[src/rtl/pc_fetch_unit.sv]
// Program counter, instruction-fetch stage into IF/ID, and the hardware
// return-address stack whose top feeds PC_control through the pipeline.
module pc_fetch_unit #(
    parameter logic [31:0] RESET_VECTOR = 32'h0000_0000,
    parameter int unsigned RAS_AW       = 3
) (
    input  logic        clk,
    input  logic        rst,
    input  logic        PC_src,
    input  logic [31:0] PC_update,
    input  logic        stall,
    output logic [31:0] imem_addr,
    input  logic [31:0] imem_data,
    input  logic        imem_valid,
    output logic [31:0] instr,
    output logic        instr_valid,
    output logic [31:0] PC_out,
    output logic [31:0] PC_plus_1,
    input  logic        ras_push,
    input  logic [31:0] ras_push_addr,
    input  logic        ras_pop,
    output logic [31:0] ras_top,
    output logic        ras_empty,
    output logic        ras_full,
    output logic        ras_err
);

    localparam int unsigned XLEN  = 32;
    localparam int unsigned DEPTH = 1 << RAS_AW;
    localparam int unsigned CNT_W = RAS_AW + 1;

    // Fetch state
    logic [XLEN-1:0] pc_q, pc_d;
    logic [XLEN-1:0] instr_q, instr_d;
    logic            instr_valid_q, instr_valid_d;
    logic [XLEN-1:0] pc_out_q, pc_out_d;

    // RAS state
    logic [XLEN-1:0]   ras_mem_q [DEPTH];
    logic [CNT_W-1:0]  ras_cnt_q, ras_cnt_d;
    logic              ras_err_q, ras_err_d;
    logic              ras_we_c;
    logic [RAS_AW-1:0] ras_waddr_c;
    logic [RAS_AW-1:0] ras_top_idx_c;
    logic              ras_empty_c;
    logic              ras_full_c;

    // Fetch next-state: redirect > stall > bubble > advance
    always_comb begin
        pc_d          = pc_q;
        instr_d       = instr_q;
        instr_valid_d = instr_valid_q;
        pc_out_d      = pc_out_q;
        if (PC_src) begin
            pc_d          = PC_update;
            instr_valid_d = 1'b0;
        end else if (stall) begin
            pc_d = pc_q;
        end else if (!imem_valid) begin
            instr_valid_d = 1'b0;
        end else begin
            instr_d       = imem_data;
            pc_out_d      = pc_q;
            instr_valid_d = 1'b1;
            pc_d          = pc_q + XLEN'(1);
        end
    end

    // Fetch registers
    always_ff @(posedge clk or posedge rst) begin
        if (rst) begin
            pc_q          <= RESET_VECTOR;
            instr_q       <= '0;
            instr_valid_q <= 1'b0;
            pc_out_q      <= '0;
        end else begin
            pc_q          <= pc_d;
            instr_q       <= instr_d;
            instr_valid_q <= instr_valid_d;
            pc_out_q      <= pc_out_d;
        end
    end

    assign ras_empty_c   = (ras_cnt_q == '0);
    assign ras_full_c    = (ras_cnt_q == CNT_W'(DEPTH));
    assign ras_top_idx_c = RAS_AW'(ras_cnt_q - CNT_W'(1));

    // RAS next-state; push+pop on a non-empty stack replaces the top
    always_comb begin
        ras_cnt_d   = ras_cnt_q;
        ras_err_d   = ras_err_q;
        ras_we_c    = 1'b0;
        ras_waddr_c = '0;
        case ({ras_push, ras_pop})
            2'b10: begin
                if (ras_full_c) begin
                    ras_err_d = 1'b1;
                end else begin
                    ras_we_c    = 1'b1;
                    ras_waddr_c = RAS_AW'(ras_cnt_q);
                    ras_cnt_d   = ras_cnt_q + CNT_W'(1);
                end
            end
            2'b01: begin
                if (ras_empty_c) begin
                    ras_err_d = 1'b1;
                end else begin
                    ras_cnt_d = ras_cnt_q - CNT_W'(1);
                end
            end
            2'b11: begin
                ras_we_c = 1'b1;
                if (ras_empty_c) begin
                    ras_waddr_c = '0;
                    ras_cnt_d   = CNT_W'(1);
                end else begin
                    ras_waddr_c = ras_top_idx_c;
                end
            end
            default: begin
                ras_cnt_d = ras_cnt_q;
            end
        endcase
    end

    // RAS count and sticky error
    always_ff @(posedge clk or posedge rst) begin
        if (rst) begin
            ras_cnt_q <= '0;
            ras_err_q <= 1'b0;
        end else begin
            ras_cnt_q <= ras_cnt_d;
            ras_err_q <= ras_err_d;
        end
    end

    // RAS storage, intentionally not reset
    always_ff @(posedge clk) begin
        if (ras_we_c) begin
            ras_mem_q[ras_waddr_c] <= ras_push_addr;
        end
    end

    assign imem_addr   = pc_q;
    assign instr       = instr_q;
    assign instr_valid = instr_valid_q;
    assign PC_out      = pc_out_q;
    assign PC_plus_1   = pc_out_q + XLEN'(1);
    assign ras_top     = ras_empty_c ? '0 : ras_mem_q[ras_top_idx_c];
    assign ras_empty   = ras_empty_c;
    assign ras_full    = ras_full_c;
    assign ras_err     = ras_err_q;

endmodule

[config.mk]
export PLATFORM = sky130hd
export DESIGN_NAME = pc_fetch_unit
export DESIGN_NICKNAME = d
export VERILOG_FILES = /design/src/rtl/pc_fetch_unit.sv
export SDC_FILE = /design/constraint.sdc
export NUM_CORES = 1
export LEC_CHECK = 0
export CAP_MARGIN = 20
export CORE_MARGIN = 3
export CORE_UTILIZATION = 45
export DETAILED_ROUTE_END_ITERATION = 16
export GPL_TIMING_DRIVEN = 0
export PLACE_DENSITY = 0.75
export SYNTH_ARGS = -nofsm -noshare
export SYNTH_HDL_FRONTEND = slang
export SYNTH_SLANG_ARGS = --single-unit
[constraint.sdc]
create_clock -name clk -period 7 [get_ports clk]
set_clock_uncertainty 0.1 [all_clocks]
set_input_delay 0.7 -clock clk [delete_from_list [all_inputs] [get_ports clk]]
set_output_delay 0.7 -clock clk [all_outputs]
set_load 0.005 [all_outputs]
==> impl_metrics.ini <==
[outcome]
outcome = finished, final reports clean

[critical_path]
ff2ff_path_depth = 12
arrival_ns = 4.84
cp-end-kind = output port
worstSetupPathDepth = 10
required_ns = 6.20
endpoint = ras_top[26]
setup.worst_path.start_class = flop
worstReg2RegEnd = ras_mem_q[2][27]
r2r-start = ras_cnt_q[0]
crit_start = ras_cnt_q[0]
crit_top_cell = clkbuf_1
path_max_fanout = 10
r2r_slack_ns = 2.15
cp_num_buf_inv = 6
slowest_delay_ns = 0.67
slowest_stage = clkbuf_1
crit_chain = buf_2, buf_1, inv_1, ha_1, clkbuf_1, clkbuf_1, mux4_2, nand2_1, a21oi_1, clkdlybuf4s50_1
cp_top_family = buffers and inverters
path_class = reg -> out

[place]
globalplace.congestion = 0.8848
post-place-cells = 1703
hpwl_mm = 27.46
io_buffer_count = 264

[clock_tree]
cts_root_buffer = clkbuf_16
clock-sinks = 358
cts-resized-gates = 0
postCtsSetupBuffers = 0
cts_tree = done
clk_latency_ns = 0.52
cts_buffer_depth = 3
hold_buffers = 0
clk_pin_slew_ns = 0.06
h-tree-depth = 2
cts_made_buffers = 38

[pwr]
seqPwrFrac_pct = 35.4
p_leak_nw = 7.024
power_frac_comb_pct = 38.6
p_sw_share_pct = 31.33
power.total_mw = 7.788
ir_drop_uv = 252.8
p_switching_mw = 2.440
power_density_mw_per_mm2 = 391.6
clkPwrFrac_pct = 26.0
internal_power_mw = 5.348

[grt]
grt_usage_pct = 21.81
grt_overflow_total = 0
antenna_found_initial = 2
grt_max_degree = 55
grt_pass1_wl_mm = 60.13
grt_pass1_vias = 9954

[detailed_routing]
first_pass_iters = 5
drtIter0Drc = 800
wl_per_cell_um = 22.17
drc = 0
vias_per_cell = 5.487
num_vias = 9728
drt.antenna.violating_nets = 0
wirelength_mm = 39.31

[job]
drv_cap = 0

[synthesis]
synthArstFlopShare_pct = 28.49
synth_nets = 1082
syn_avg_cell_area_um2 = 15.50
synth_cell_types = 49
ys_seq_elements = 358
yosysSeqAreaShare_pct = 67.83
synth-edff-count = 256
ys.flop_type = edfxtp_1
synthCells = 974
netlist_area_mm2 = 0.01510
yosysWarnings = 0

[final_layout]
synthToLayoutAreaGrowth_pct = 31.76
instances_no_fill = 1773
drive_above_1_share_pct = 18.28
multi_input_area_mm2 = 0.004643
postLayoutCoreUtil_pct = 60.67
area.sequential_mm2 = 0.01024
fillers = 2522
nets = 1409

[sta]
fmax_mhz = 177.2
finalCriticalPeriod_ns = 5.644
setup_viol = 0
tightestPinTransition_ns = 1.062
slew_headroom_pct = 28.53
rsz0062_at_grt = no
hold_viol_final = 0
finalCritPeriodShare_pct = 80.63
drv_slew = 0

[floorplanning]
die_w_um = 189.2
dieArea_mm2 = 0.03578
rows = 66
io_pins = 267
die_h_um = 189.2
core_area_mm2 = 0.03278
start_util_pct = 46.05

[worst_hold_path]
hold_depth = 1
hold_class = reg -> reg
-- worst reg2reg max path, cell delays in order, from the launching register on --
cell      delay, ns
dfrtp_1        0.40
buf_2          0.32
buf_1          0.47
inv_1          0.20
ha_1           0.32
nand3b_1       0.18
inv_1          0.10
o31ai_1        0.68
nand2_1        0.35
nor4_2         0.80
buf_6          0.25
buf_4          0.19
buf_4          0.20
-- power by group through the flow --
stage	clock, mW	combinational (mW)	sequential, mW
after floorplan	0	1.52	2.76
after global placement	0	2.91	2.81
after detailed placement	0	3.03	2.80
after CTS	2.06	3.05	2.76
after global routing	2.16	3.24	2.79
final	2.03	3.00	2.76
-- sequential cells by signal, indices dropped and copies added (netlist names) --
| name | count |
|---|---|
| ras_mem_q | 256 |
| ras_err | 1 |
| instr_valid | 1 |
| instr | 32 |
| imem_addr | 32 |
| ras_cnt_q | 4 |
| PC_out | 32 |
-- layout by cell type (no fill, tap or decap), drive strengths merged, types with 22 or more instances in the layout --
cell             n
nand4           22
mux2            64
clkbuf          69
o21ai           36
buf             48
dfrtp          102
edfxtp         256
clkdlybuf4s50  264
xnor2           44
mux4            64
nand2          126
nor2            24
a21oi           43
-- worst min path at each step --
stage          startpoint         to  slack (ns)
2_1_floorplan     ras_err    ras_err        0.37
3_3_place_gp    instr[28]  instr[28]        0.39
3_5_place_dp      ras_err    ras_err        0.37
4_1_cts           ras_err    ras_err        0.39
5_1_grt         instr[28]  instr[28]        0.41
6_report          ras_err    ras_err        0.38
-- synth_stat cells (2+ instances only) --
master | number | area [µm²]
edfxtp_1 | 256 | 7687
nand2_1 | 126 | 473.0
dfrtp_1 | 102 | 2552
mux2_2 | 64 | 720.7
mux4_2 | 64 | 1441
xnor2_1 | 44 | 385.4
a21oi_1 | 43 | 215.2
o21ai_0 | 36 | 180.2
nor2_1 | 24 | 90.09
clkbuf_1 | 23 | 86.33
xor2_1 | 21 | 183.9
nand3_1 | 19 | 95.09
nand4_1 | 19 | 118.9
nor3_1 | 16 | 80.08
buf_2 | 15 | 75.07
inv_1 | 15 | 56.30
and4_1 | 10 | 87.58
nor4_1 | 10 | 62.56
buf_1 | 9 | 33.78
nor2b_1 | 9 | 56.30
and3_1 | 6 | 37.54
ha_1 | 5 | 62.56
a211oi_1 | 4 | 30.03
and2_1 | 3 | 18.77
nand4_2 | 3 | 37.54
nand2b_1 | 2 | 12.51
nor4b_1 | 2 | 17.52
o211ai_1 | 2 | 15.01
o22ai_1 | 2 | 12.51
-- per-layer routing --
metal / GRT usage, % / up-vias / wire, µm
met1: 30.64 / 4951 / 16730
met2: 35.22 / 345 / 19180
li1: - / 4364 / -
met5: 0 / - / 0
met3: 3.777 / 68 / 2338
met4: 6.703 / 0 / 1065
-- cells by family (layout without fill, tap and decap cells) --
| family | after synthesis | count (layout) | synth area share [%] |
|---|---|---|---|
| buf+inv | 64 | 419 | 1.740 |
| other cells | 0 | 2 | 0 |
| compound gates | 96 | 96 | 3.490 |
| mux | 129 | 129 | 14.39 |
| xor+xnor | 65 | 65 | 3.771 |
| simple gates | 257 | 257 | 8.363 |
| fa+ha+maj | 5 | 5 | 0.4144 |
| flops | 358 | 358 | 67.83 |
-- per-stage QoR --
| stage | setup slack, ns | hold slack [ns] | setup TNS, ns | cell area [µm²] |
|---|---|---|---|---|
| 2_1_floorplan | 1.205 | 0.3678 | 0 | 15100 |
| 3_3_place_gp | -2.648 | 0.3877 | -220.73 | 18290 |
| 3_5_place_dp | 1.973 | 0.3711 | 0 | 18620 |
| 4_1_cts | 1.394 | 0.3886 | 0 | 19890 |
| 5_1_grt | 1.090 | 0.4114 | 0 | 19890 |
| 6_report | 1.356 | 0.3788 | 0 | 19890 |
-- area by class of cell --
class | count | area share [%]
sequential | 358 | 51.48
multi-input combinational | 552 | 23.34
timing repair buffer | 287 | 14.66
clock buffer | 46 | 5.032
tap | 442 | 2.780
clock inverter | 22 | 1.340
buffer | 48 | 1.019
inverter | 16 | 0.3145
antenna | 2 | 0.02516
(Power assumes the default switching activity.)
